**config.mk**
```make
export PLATFORM = sky130hd
export DESIGN_NAME = layer_sched
export DESIGN_NICKNAME = d
export VERILOG_FILES = /design/src/rtl/layer_pkg.sv /design/src/rtl/issue_counter.sv /design/src/rtl/layer_sched.sv
export SDC_FILE = /design/constraint.sdc
export NUM_CORES = 1
export LEC_CHECK = 0
export BUFFER_PORTS_ARGS = -buffer_cell sky130_fd_sc_hd__buf_2
export CORE_MARGIN = 3
export CORE_UTILIZATION = 35
export DETAILED_ROUTE_END_ITERATION = 8
export MAX_ROUTING_LAYER = met4
export SLEW_MARGIN = 10
export SYNTH_ARGS = -nofsm -noshare
export SYNTH_HDL_FRONTEND = slang
export SYNTH_SLANG_ARGS = --single-unit
```
**constraint.sdc**
```tcl
create_clock -name clk -period 2.4 [get_ports clk]
set_input_delay 0.36 -clock clk [delete_from_list [all_inputs] [get_ports clk]]
set_output_delay 0.36 -clock clk [all_outputs]
set_load 0.1 [all_outputs]
```
**src/rtl/layer_pkg.sv**
```systemverilog
// layer_pkg: shared state encoding, address widths and constants for the layer scheduler.
package layer_pkg;
    typedef enum logic [2:0] {S_IDLE, S_CLEAR, S_RUN, S_DRAIN, S_DONE} state_t;
    localparam int AW = 7;
    localparam int WW = 14;
    localparam int MAC_PIPE_DEPTH = 6;
    localparam logic [AW-1:0] IDLE_ADDR = 7'd127;
endpackage

```
**src/rtl/issue_counter.sv**
```systemverilog
// issue_counter: nested output/input counter holding the next (o, i) triple to issue,
// plus a linear weight index that increments alongside it instead of multiplying.
module issue_counter
    import layer_pkg::*;
#(
    parameter int N_IN  = 16,
    parameter int N_OUT = 10
) (
    input  logic          clk,
    input  logic          rst_n,
    input  logic          i_en,
    input  logic          i_clear,
    output logic [AW-1:0] o_i,
    output logic [AW-1:0] o_o,
    output logic [WW-1:0] o_widx,
    output logic          o_last
);
    logic w_i_wrap;

    assign w_i_wrap = o_i == AW'(N_IN - 1);
    assign o_last   = w_i_wrap && o_o == AW'(N_OUT - 1);

    always_ff @(posedge clk or negedge rst_n) begin
        if (!rst_n) begin
            o_i    <= '0;
            o_o    <= '0;
            o_widx <= '0;
        end else if (i_clear) begin
            o_i    <= '0;
            o_o    <= '0;
            o_widx <= '0;
        end else if (i_en) begin
            o_widx <= o_widx + WW'(1);
            o_i    <= w_i_wrap ? '0 : o_i + AW'(1);
            o_o    <= w_i_wrap ? o_o + AW'(1) : o_o;
        end
    end
endmodule

```
**src/rtl/layer_sched.sv**
```systemverilog
// layer_sched: clears the psum entries, issues every (input, weight, output) triple of a
// fully connected layer into the MAC with stall bubbles, drains the pipeline and pulses done.
module layer_sched
    import layer_pkg::*;
#(
    parameter int          N_IN       = 16,
    parameter int          N_OUT      = 10,
    parameter int          PIPE_DEPTH = MAC_PIPE_DEPTH,
    parameter logic [AW-1:0] IDLE_ADDR = layer_pkg::IDLE_ADDR
) (
    input  logic          clk,
    input  logic          reset,
    input  logic          go,
    input  logic          stall,
    output logic          busy,
    output logic          done,
    output logic [AW-1:0] in_rd_addr,
    output logic [WW-1:0] wt_rd_addr,
    output logic [AW-1:0] mac_addr,
    output logic          mac_start,
    output logic          clr_we,
    output logic [AW-1:0] clr_addr,
    output logic          rf_sel
);
    state_t        r_state;
    logic [7:0]    r_drain;
    logic          r_last_issued;
    logic          w_start;
    logic          w_launch;
    logic          w_en;
    logic          w_last;
    logic [AW-1:0] w_i;
    logic [AW-1:0] w_o;
    logic [WW-1:0] w_widx;

    // Outputs are registered, so an issue is launched on the edge before its cycle:
    // the edge ending the last clear, or any RUN edge until the final triple is out.
    assign w_start  = (r_state == S_IDLE || r_state == S_DONE) && go;
    assign w_launch = (r_state == S_CLEAR && clr_addr == AW'(N_OUT - 1)) ||
                      (r_state == S_RUN && !r_last_issued);
    assign w_en     = w_launch && !stall;

    issue_counter #(.N_IN(N_IN), .N_OUT(N_OUT)) u_cnt (
        .clk     (clk),
        .rst_n   (reset),
        .i_en    (w_en),
        .i_clear (w_start),
        .o_i     (w_i),
        .o_o     (w_o),
        .o_widx  (w_widx),
        .o_last  (w_last)
    );

    always_ff @(posedge clk or negedge reset) begin
        if (!reset) begin
            r_state       <= S_IDLE;
            r_drain       <= '0;
            r_last_issued <= 1'b0;
            busy          <= 1'b0;
            done          <= 1'b0;
            mac_start     <= 1'b0;
            clr_we        <= 1'b0;
            rf_sel        <= 1'b0;
            mac_addr      <= IDLE_ADDR;
            in_rd_addr    <= '0;
            wt_rd_addr    <= '0;
            clr_addr      <= '0;
        end else begin
            done      <= 1'b0;
            mac_start <= w_en && w_widx == '0;
            mac_addr  <= w_en ? w_o : IDLE_ADDR;
            if (w_en) begin
                in_rd_addr <= w_i;
                wt_rd_addr <= w_widx;
            end
            if (w_start)
                r_last_issued <= 1'b0;
            else if (w_en && w_last)
                r_last_issued <= 1'b1;
            case (r_state)
                S_IDLE, S_DONE: begin
                    r_state  <= w_start ? S_CLEAR : S_IDLE;
                    busy     <= w_start;
                    rf_sel   <= w_start;
                    clr_we   <= w_start;
                    clr_addr <= '0;
                end
                S_CLEAR: begin
                    if (clr_addr == AW'(N_OUT - 1)) begin
                        r_state <= S_RUN;
                        clr_we  <= 1'b0;
                        rf_sel  <= 1'b0;
                    end else begin
                        clr_addr <= clr_addr + AW'(1);
                    end
                end
                S_RUN: begin
                    if (r_last_issued) begin
                        r_state <= S_DRAIN;
                        r_drain <= '0;
                    end
                end
                S_DRAIN: begin
                    if (r_drain == 8'(PIPE_DEPTH - 1)) begin
                        r_state <= S_DONE;
                        busy    <= 1'b0;
                        done    <= 1'b1;
                    end else begin
                        r_drain <= r_drain + 8'd1;
                    end
                end
                default: r_state <= S_IDLE;
            endcase
        end
    end
endmodule

```
* Word-level counts from Yosys, hierarchy flattened
Index checks and enable logic that the tools add are counted.
** Storage, ports and cells
- Register bits after elaboration :: 79
- Latch bits :: 0
- RAM bits :: 0
- ROM bits :: 0
- Bits of input ports :: 4
- Output and inout bits :: 40
- Memories :: 0
** Cells by class
- $add $sub $neg :: 5
- Multipliers :: 0
- Divide/modulo/power cells :: 0
- Magnitude comparators :: 0
- Equal/unequal tests :: 13
- Shifts and indexed selects :: 0
- Multiplexer cells :: 27
- Bitwise gates (word level) :: 0
- Reduce and logical (&&, ||, !) cells :: 26
** Operator list (number)
- 7-bit 2-to-1 mux :: 8
- 14-bit 2-to-1 mux :: 2
- 7-bit by 1-bit adder with 7-bit output, second input constant :: 3
- 7-bit by 4-bit equality test with 1-bit output, second input constant :: 3
- 8-bit 2-to-1 mux :: 2
- 8-bit one-hot mux with 2 select lines :: 1
- 14-bit by 1-bit adder with 14-bit output, second input constant :: 1
- 14-bit zero test :: 1
- 7-bit one-hot mux with 2 select lines :: 1
- 3-bit one-hot mux with 4 select lines :: 1
- 2-bit nonzero test :: 6
- 3-bit 2-to-1 mux :: 3
- 8-bit by 1-bit adder with 8-bit output, second input constant :: 1
- 8-bit by 3-bit equality test with 1-bit output, second input constant :: 1
- 2-bit != test, second input constant :: 4
- 2-bit AND reduction :: 4
- 1-bit logical AND :: 7
- 1-bit 2-to-1 mux :: 7
- 3-bit by 2-bit equality test with 1-bit output, second input constant :: 2
- 3-bit AND reduction :: 2
- 1-bit one-hot mux with 2 select lines :: 2
- 3-bit by 1-bit equality test with 1-bit output, second input constant :: 1
- 3-bit equality test, second input constant :: 1
- 3-bit zero test :: 1
- other kinds (4) :: 6

* Depth between registers and ports, before layout
Gate-level depths: netlist (run 1).
- Word-level depth :: 7
- Depth in mapped cells :: 8
- Depth with buffers taken out :: 6

* Hierarchy
Synthesis (run 1) repeated with hierarchy kept, for this count alone.
** Second synthesis, totals
- Cell total of the unflattened synthesis :: 361
- Area total of the unflattened synthesis :: 3931.3 um2
** By module, submodules not included
- layer_sched :: times used 1, cells each 203, area an instance 2429.8 um2, sequential area each 1285.0 um2
- issue_counter :: times used 1, cells each 158, area an instance 1501.4 um2, sequential area each 700.7 um2

* Worst setup path after synthesis (run 1)
Ideal clock, no wire load.
- Path type :: reg-to-reg
- Start point :: reg clr_addr[1]
- End point :: reg u_cnt.o_widx[6]
- Library setup time :: 78 ps
- Arrival :: 2616 ps
- Setup slack :: -294 ps
- Cell stages (with the launch flop) :: 9
- Buffers on the path :: 2
- Path through :: dfrtp_1 > inv_1 > ha_1 > nor2b_1 > a32oi_2 > clkbuf_1 > clkbuf_1 > o21ai_0 > a21oi_1
** Between the ends
- Cells in the longest elaborated chain, start to end :: 5
** RTL lines
- from (decl) :: RTL line layer_sched.sv:22 : output logic [AW-1:0] clr_addr,
- from (signal assigned) :: RTL line layer_sched.sv:94 : clr_addr <= clr_addr + AW'(1);
- 7-bit by 4-bit equality test with 1-bit output :: RTL line layer_sched.sv:39 : assign w_launch = (r_state == S_CLEAR && clr_addr == AW'(N_OUT - 1)) ||
- 1-bit logical AND :: RTL line layer_sched.sv:39
- 1-bit logical OR :: RTL line layer_sched.sv:39
- 1-bit logical AND :: RTL line layer_sched.sv:41 : assign w_en = w_launch && !stall;
- 2-bit nonzero test (no source line)
- to (signal assigned) :: RTL line issue_counter.sv:33 : o_widx <= o_widx + WW'(1);
- to (decl) :: RTL line issue_counter.sv:15 : output logic [WW-1:0] o_widx,
No other way between the ends.
A chain may end at the register's enable or synchronous reset.

* Final worst setup path (run 1)
- Start point :: reg clr_addr[4]
- End point :: reg u_cnt.o_widx[11]
Same word-level chain as after synthesis.

==> results of run 1 <==
==> flip-flops by register name (all words and copies together) (netlist names) <==
name           count
busy               1
clr_addr           7
done               1
in_rd_addr         7
mac_addr           7
mac_start          1
r_drain            8
r_last_issued      1
r_state            3
rf_sel             1
u_cnt.o_i          7
u_cnt.o_o          7
u_cnt.o_widx      14
wt_rd_addr        14
==> logic make-up (layout without fill, tap and decap cells) <==
group,after synthesis,count (layout)
AOI/OAI and AO/OA,79,79
and+or+nand+nor,138,138
adders and majority gates,9,9
muxes,26,26
DFF,79,79
xor gates and xnor gates,5,5
buffers and inverters,31,81
==> layer usage <==
layer	share of wire, %	vias to the layer above
met4	1.2	0
met1	50	1466
li1	-	1461
met5	0	-
met2	46	55
met3	3.1	10
==> critical path: cells and delay by family, from the launching register on <==
kind / cells / cell delay [ns]
AOI/OAI and AO/OA: 2 / 0.48
buffers and inverters: 1 / 0.28
DFF: 1 / 0.47
and+or+nand+nor: 2 / 0.83
==> final cells by class <==
| class | instances | area [um^2] | area share [%] |
|---|---|---|---|
| clock buffers | 15 | 166 | 3.71 |
| well taps | 136 | 170 | 3.80 |
| clock inverters | 1 | 30.0 | 0.670 |
| multi-input cells | 257 | 1730 | 38.6 |
| inverters | 8 | 30.0 | 0.670 |
| flip-flops and latches | 79 | 1990 | 44.4 |
| repair buffers | 57 | 363 | 8.10 |
==> stage by stage <==
stage          instance area [um^2]  setup WS (ns)
6_report                       4480          0.247
5_1_grt                        4480         0.0665
4_1_cts                        4480          0.249
3_5_place_dp                   4270          0.273
3_3_place_gp                   4270          0.338
2_1_floorplan                  3840        0.00278
==> power by group through the flow <==
stage,Clock [mW],Combinational (mW),Sequential (mW)
after floorplan,0,0.511,2.70
after global placement,0,1.75,1.83
after detailed placement,0,1.77,1.83
after CTS,1.04,1.78,1.81
after global routing,1.11,1.88,1.86
final,1.02,1.77,1.81
==> layout by cell type, fill, tap and decap left out, types with 2 or more instances in the layout <==
master,instances
a21oi_1,23
a31oi_1,2
and2_1,2
and3_1,8
buf_12,3
buf_2,42
buf_4,11
clkbuf_1,4
clkbuf_8,11
dfrtp_1,68
dfrtp_2,4
dfstp_2,7
ha_1,9
inv_1,8
mux2_2,19
mux2i_1,7
nand2_1,27
nand2b_1,4
nand3_1,16
nand4_1,14
nor2_1,19
nor2b_1,2
nor3_1,2
nor3b_2,2
nor4_1,6
o211ai_1,2
o21ai_0,22
o311ai_0,4
o31ai_1,18
or3_1,12
or4_1,15
xnor2_1,4
==> how the worst min path moves through the flow <==
stage / from / endpoint / cells after the start
after floorplan: reset / busy$_DFFE_PN0P_ / 0
after global placement: reset / wt_rd_addr[12]$_DFFE_PN0N_ / 1
after detailed placement: reset / wt_rd_addr[12]$_DFFE_PN0N_ / 1
after CTS: go / u_cnt.o_o[4]$_DFFE_PN0P_ / 3
after global routing: wt_rd_addr[8]$_DFFE_PN0N_ / wt_rd_addr[8]$_DFFE_PN0N_ / 1
final: wt_rd_addr[8]$_DFFE_PN0N_ / wt_rd_addr[8]$_DFFE_PN0N_ / 1
==> timing repair <==
action / CTS / global route
endpoints found under the setup margin: 0 / 0
setup buffers: 0 / 0
hold buffers: 1 / 0
hold endpoints to repair: 32 / 0
==> impl_metrics.yaml, run 1 <==
run_status:
  outcome: "finished clean"
routing:
  first_pass_iters: 4
  num_vias: 2992
  drc: 0
  routed_wirelength_mm: 8.71
  first_iter_violations: 225
  vias_per_cell: 5.41
  ant_nets: 0
  wl_per_cell_um: 15.7
global_route:
  antenna_found_initial: 0
  first_global_vias: 2970
  grt_pass1_wl_mm: 15.3
  grt_usage_pct: 15.6
  grtUsageMet2_pct: 22.8
  use_met3_pct: 3.71
  grt_busiest_layer: "met2"
  grt_max_degree: 42
  grt.overflow.total: 0
  use_met1_pct: 21.6
placed_design:
  port_buffers: 43
  post-place-cells: 536
  dpl.hpwl_mm: 5.90
  gp_congestion: 0.835
worst_setup_path:
  cp-endpoint: "u_cnt.o_widx[11]$_DFFE_PN0P_"
  worstSetupPathType: "flop to flop"
  r2r_start: "clr_addr[4]$_DFFE_PN0P_"
  cp_cell_sequence: "nor4b_4 > a32oi_2 > buf_12 > or4_1 > a21oi_1"
  worst-path-max-fanout: 37
  crit_arrival_ns: 2.43
  setup.worst_path.start: "clr_addr[4]$_DFFE_PN0P_"
  cpPeakStageDelay_ns: 0.50
  crit_path_end_kind: "flop"
  required_ns: 2.68
  crit_slowest_cell: "or4_1"
  worstRegToRegCells: 5
  start_kind: "flop"
  rr_endpoint: "u_cnt.o_widx[11]$_DFFE_PN0P_"
  r2r_slack_ns: 0.25
logic_synthesis:
  ys_warn_count: 0
  netlist_instances: 367
  synth_area_leaders: "dfrtp_1 47%, mux2_2 5.6%, dfstp_2 4.8%"
  ys_types: 49
  syn-cell-area_um2: 3830
  synth_edf_count: 0
  synth_nets: 380
  synth-seq-area-share_pct: 51.8
  synth.area.mux_share_pct: 7.41
  synth_compound_area_share_pct: 13.0
  synthAdderAreaFrac_pct: 2.94
  synthTopCellsByCount: "72 x dfrtp_1, 27 x nand2_1, 23 x a21oi_1"
  synth_top_area_share_pct: 47.0
  synth_seq_cells: 79
  synthXorXnorAreaFrac_pct: 1.14
  ys.flop_type: "dfrtp_1"
  yosysMostFrequentCell: "dfrtp_1"
  synth_simple_gate_area_share_pct: 20.5
  synth-async-reset-ratio_pct: 100
  synth_top_family_by_area: "simple AND/OR/NAND/NOR gates"
  yosysTopAreaCell: "dfrtp_1"
  avgSynthCellArea_um2: 10.4
die:
  start_util_pct: 36.5
  core_um2: 10500
  die_y_um: 111
  rows: 37
  die_w_um: 111
  die-area_um2: 12200
  io-pin-count: 44
pwr:
  seq_power_share_pct: 39.4
  p_sw_share_pct: 45.1
  power_mw: 4.59
  p_switching_mw: 2.07
  ir_worst_vdd_v: 0.000608
  p_int_mw: 2.52
  power_density_nw_per_um2: 1030
  clockPowerShare_pct: 22.2
  p_comb_share_pct: 38.5
  p_leak_nw: 2.01
cts:
  cts_sinks: 79
  clk_latency_ns: 0.36
  path_clk_slew_ns: 0.09
  cts_resized: 0
  tritoncts: "yes"
  cts_max_level: 3
  cts_root_buffer: "clkbuf_8"
  cts_made_buffers: 9
  cts_buffer_depth: 2
layout:
  antenna_cells: 0
  nets: 425
  area_growth_pct: 16.8
  fin_cells: 553
  finish.utilization_pct: 42.6
  n_fill_cell: 999
  drive_gt1_share_pct: 24.7
worst_hold_path:
  hold_path_class: "flop to flop"
sta:
  max_slew.worst_pin.slew_ns: 0.670
  fin_worst_skew_ns: 0.0152
  tns_ns: 0
  fmax_mhz: 464
  fin_hold_ws_ns: 0.503
  hold_violations: 0
  rsz0062_at_grt: "no"
  timing.final.crit_share_pct: 89.7
  min_period_ns: 2.15
  finalMaxSlewViolations: 0
  setup_viol: 0
  slew_headroom_pct: 55.3
job:
  maxCapViolCount: 0
Note: power is estimated with default switching activity, not from simulation.
==> inputs of run 2 (changes only) <==
CORE_ASPECT_RATIO = 1.75   (was not set)
==> impl_metrics.yaml, run 2 (synthesized netlist as in run 1, its figures left out) <==
layout:
  multi_input_area_um2: 1730
  drive_gt1_share_pct: 24.4
  antenna_cells: 0
  regArea_um2: 1990
  area_growth_pct: 17.9
  final_area_um2: 4520
  nets: 422
  reg_top3: "u_cnt.o_widx x14, wt_rd_addr x14, r_drain x8"
  finish.utilization_pct: 42.3
  n_fill_cell: 1044
  final_common_cell: "dfrtp_1"
  layout_common_cells: "68 x dfrtp_1, 42 x buf_2, 27 x nand2_1, 23 x a21oi_1, 22 x o21ai_0"
pwr:
  power_density_nw_per_um2: 1080
  ir_worst_vdd_v: 0.000567
  p_leak_nw: 2.03
  power_mw: 4.89
cts:
  cts_buffer_depth: 2
  clk_latency_ns: 0.33
  cts_max_level: 3
  path_clk_slew_ns: 0.06
  cts_root_buffer: "clkbuf_16"
  cts_sinks: 79
  cts_made_buffers: 9
  cts_setup_buffers: 0
  tritoncts: "yes"
global_route:
  grt.overflow.total: 0
  antenna_found_initial: 0
  grt_pass1_wl_mm: 15.0
  first_global_vias: 3057
  grt_usage_pct: 15.7
  grt_max_degree: 47
routing:
  routed_wirelength_mm: 8.87
  first_pass_iters: 4
  num_vias: 3044
  first_iter_violations: 237
  ant_nets: 0
  drc: 0
  wl_per_cell_um: 16.3
  vias_per_cell: 5.60
die:
  start_util_pct: 35.8
  die-area_um2: 12300
  die_w_um: 85.1
  core_um2: 10700
  io-pin-count: 44
  die_y_um: 144
  rows: 50
placed_design:
  place_area_um2: 4240
  place_ws_ns: 0.189
  gp_congestion: 0.847
  port_buffers: 43
  dpl.hpwl_mm: 6.26
sta:
  timing.final.crit_share_pct: 92.2
  worst_slack_ns: 0.186
  min_period_ns: 2.21
  fin_worst_skew_ns: 0.00766
  setup_viol: 0
  max_slew.worst_pin.slew_ns: 0.578
  slew_headroom_pct: 61.0
  finalMaxSlewViolations: 0
  tns_ns: 0
  fmax_mhz: 452
  rsz0062_at_grt: "no"
  hold_violations: 0
worst_setup_path:
  worst-path-max-fanout: 46
  crit_arrival_ns: 2.47
  start_kind: "flop"
  crit_path_end_kind: "flop"
  required_ns: 2.66
  worstSetupPathType: "flop to flop"
worst_hold_path:
  hold_path_class: "input pin to asynchronous set/reset pin"
job:
  maxCapViolCount: 0
run_status:
  outcome: "finished clean"
==> run 2: worst paths after layout <==
kind                                                 from                            to  slack, ns  cells past startpoint
worst max-delay path              clr_addr[4]$_DFFE_PN0P_  u_cnt.o_widx[13]$_DFFE_PN0P_       0.19                      5
worst min-delay path                                reset        r_drain[6]$_DFFE_PN0P_     0.0009                      1
worst max register to register    clr_addr[4]$_DFFE_PN0P_  u_cnt.o_widx[13]$_DFFE_PN0P_       0.19                      5
worst min register to register  wt_rd_addr[7]$_DFFE_PN0N_     wt_rd_addr[7]$_DFFE_PN0N_       0.50                      1
max in group asynchronous                           reset         mac_addr[5]$_DFF_PN1_       1.73                      2
min in group clk                wt_rd_addr[7]$_DFFE_PN0N_     wt_rd_addr[7]$_DFFE_PN0N_       0.50                      1
==> run 2: timing repair <==
item | in CTS | in global routing
hold buffers | 0 | 0
resized for setup | 0 | 1
endpoints found under the setup margin | 0 | 4
==> run 2: per-stage QoR <==
stage | instances | hold WS [ns]
2_1_floorplan | 367 | 0.0644
3_3_place_gp | 528 | 0.374
3_5_place_dp | 528 | 0.369
4_1_cts | 544 | 0.00969
5_1_grt | 544 | 0.0371
6_report | 544 | 0.000920
==> run 2: layer usage <==
metal	vias to the layer above	share of wire, %	global-route usage [%]
li1	1459	-	-
met4	0	1.3	5.34
met3	9	2.6	3.14
met2	48	56	28.8
met5	-	0	-
met1	1528	40	16.7
==> run 2: power by group <==
group          internal [mW]  total [mW]  switching [mW]
sequential              1.59        1.81           0.218
combinational          0.393        1.77            1.38
clock                  0.806        1.31           0.501
==> run 2: area by class of cell <==
type,instances,share of cell area (%)
clock inverter,2,0.775
inverter,8,0.664
sequential,79,44.0
timing repair buffer,54,7.20
clock buffer,14,5.40
multi-input combinational,257,38.3
tap,130,3.60
==> run 2: worst max-delay path, stage by stage, from the launching register on <==
cell and delay, ns:
dfrtp_1 0.46, nor4b_4 0.47, a32oi_2 0.28, buf_12 0.24, or4_1 0.52, a21oi_1 0.16
==> inputs of run 3 (changes only) <==
CTS_BUF_LIST = sky130_fd_sc_hd__clkbuf_4 sky130_fd_sc_hd__clkbuf_8   (was not set)
==> impl_metrics.yaml, run 3 (synthesized netlist as in run 1, its figures left out) <==
placed_design:
  gp_congestion: 0.847
  dpl.hpwl_mm: 6.26
  port_buffers: 43
  place_ws_ns: 0.189
  place_area_um2: 4240
layout:
  final_common_cell: "dfrtp_1"
  n_fill_cell: 1047
  reg_top3: "u_cnt.o_widx x14, wt_rd_addr x14, r_drain x8"
  drive_gt1_share_pct: 25.5
  area_growth_pct: 16.0
  antenna_cells: 0
  final_area_um2: 4450
  layout_common_cells: "68 x dfrtp_1, 42 x buf_2, 27 x nand2_1, 23 x a21oi_1, 22 x o21ai_0"
  nets: 423
worst_setup_path:
  crit_slowest_cell: "or4_1"
  worst-path-max-fanout: 46
  critPathTopFamily: "simple AND/OR/NAND/NOR gates"
  required_ns: 2.68
  worstSetupPathType: "flop to flop"
  path_buf_inv: 1
  cpPeakStageDelay_ns: 0.52
  crit_arrival_ns: 2.50
  start_kind: "flop"
  cp_cell_sequence: "nor4b_4 > a32oi_2 > buf_12 > or4_1 > a21oi_1"
  crit_path_end_kind: "flop"
cts:
  path_clk_slew_ns: 0.08
  cts_buffer_depth: 2
  cts_sinks: 79
  tritoncts: "yes"
  cts_setup_buffers: 0
  cts_root_buffer: "clkbuf_8"
  clk_latency_ns: 0.35
  cts_max_level: 3
  cts_made_buffers: 9
sta:
  min_period_ns: 2.22
  fin_worst_skew_ns: 0.00866
  worst_slack_ns: 0.182
  hold_violations: 0
  setup_viol: 0
  finalMaxSlewViolations: 0
  timing.final.crit_share_pct: 92.4
  max_slew.worst_pin.slew_ns: 0.576
  fin_hold_ws_ns: 0.505
  tns_ns: 0
  rsz0062_at_grt: "no"
  slew_headroom_pct: 61.1
  fmax_mhz: 451
worst_hold_path:
  hold_path_class: "flop to flop"
routing:
  ant_nets: 0
  routed_wirelength_mm: 8.85
  first_pass_iters: 4
  num_vias: 3040
  wl_per_cell_um: 16.2
  vias_per_cell: 5.58
  first_iter_violations: 208
  drc: 0
die:
  die_w_um: 85.1
  rows: 50
  io-pin-count: 44
  core_um2: 10700
  die-area_um2: 12300
  start_util_pct: 35.8
  die_y_um: 144
pwr:
  power_mw: 4.58
  p_leak_nw: 2.00
  ir_worst_vdd_v: 0.000559
  power_density_nw_per_um2: 1030
global_route:
  grt.overflow.total: 0
  grt_usage_pct: 15.7
  first_global_vias: 3058
  grt_max_degree: 47
  grt_pass1_wl_mm: 15.0
  antenna_found_initial: 0
job:
  maxCapViolCount: 0
run_status:
  outcome: "finished clean"
==> run 3: path summary, 6_finish.rpt <==
check	from	to	depth (start not counted)	slack (ns)
worst max-delay path	clr_addr[4]$_DFFE_PN0P_	u_cnt.o_widx[13]$_DFFE_PN0P_	5	0.18
worst min-delay path	wt_rd_addr[7]$_DFFE_PN0N_	wt_rd_addr[7]$_DFFE_PN0N_	1	0.50
worst max register to register	clr_addr[4]$_DFFE_PN0P_	u_cnt.o_widx[13]$_DFFE_PN0P_	5	0.18
worst min register to register	wt_rd_addr[7]$_DFFE_PN0N_	wt_rd_addr[7]$_DFFE_PN0N_	1	0.50
max in group asynchronous	reset	mac_addr[5]$_DFF_PN1_	3	1.22
min in group asynchronous	reset	r_drain[6]$_DFFE_PN0P_	2	0.52
==> run 3: layer usage <==
layer	part of all wire, %	track usage [%]	wire length, um
met5	0	-	0
met4	1.4	6.09	125
met3	2.7	2.45	235
met2	56	28.6	4930
met1	40	16.7	3560
==> run 3: what timing repair did <==
action | CTS | global route
resized for setup | 0 | 1
hold endpoints to repair | 38 | 0
hold buffers | 1 | 0
setup endpoints to repair | 0 | 5
==> run 3: area by class of cell <==
cell class / instances / area [um^2] / share of cell area [%]
flip-flops and latches: 79 / 1990 / 44.8
multi-input cells: 257 / 1730 / 39.0
repair buffers: 55 / 335 / 7.54
well taps: 130 / 163 / 3.66
clock buffers: 14 / 161 / 3.63
clock inverters: 2 / 35.0 / 0.788
inverters: 8 / 30.0 / 0.675
==> run 3: power by group <==
part	switching [mW]	leakage (nW)	total, mW	internal [mW]
sequential	0.217	1.01	1.81	1.59
combinational	1.38	0.887	1.77	0.394
clock	0.462	0.106	1.00	0.539
==> run 3: through the flow <==
stage,util (%),instances
after floorplan,-,367
final,41.6,545
after CTS,41.6,545
after global routing,41.6,545
after detailed placement,39.6,528
after global placement,39.6,528
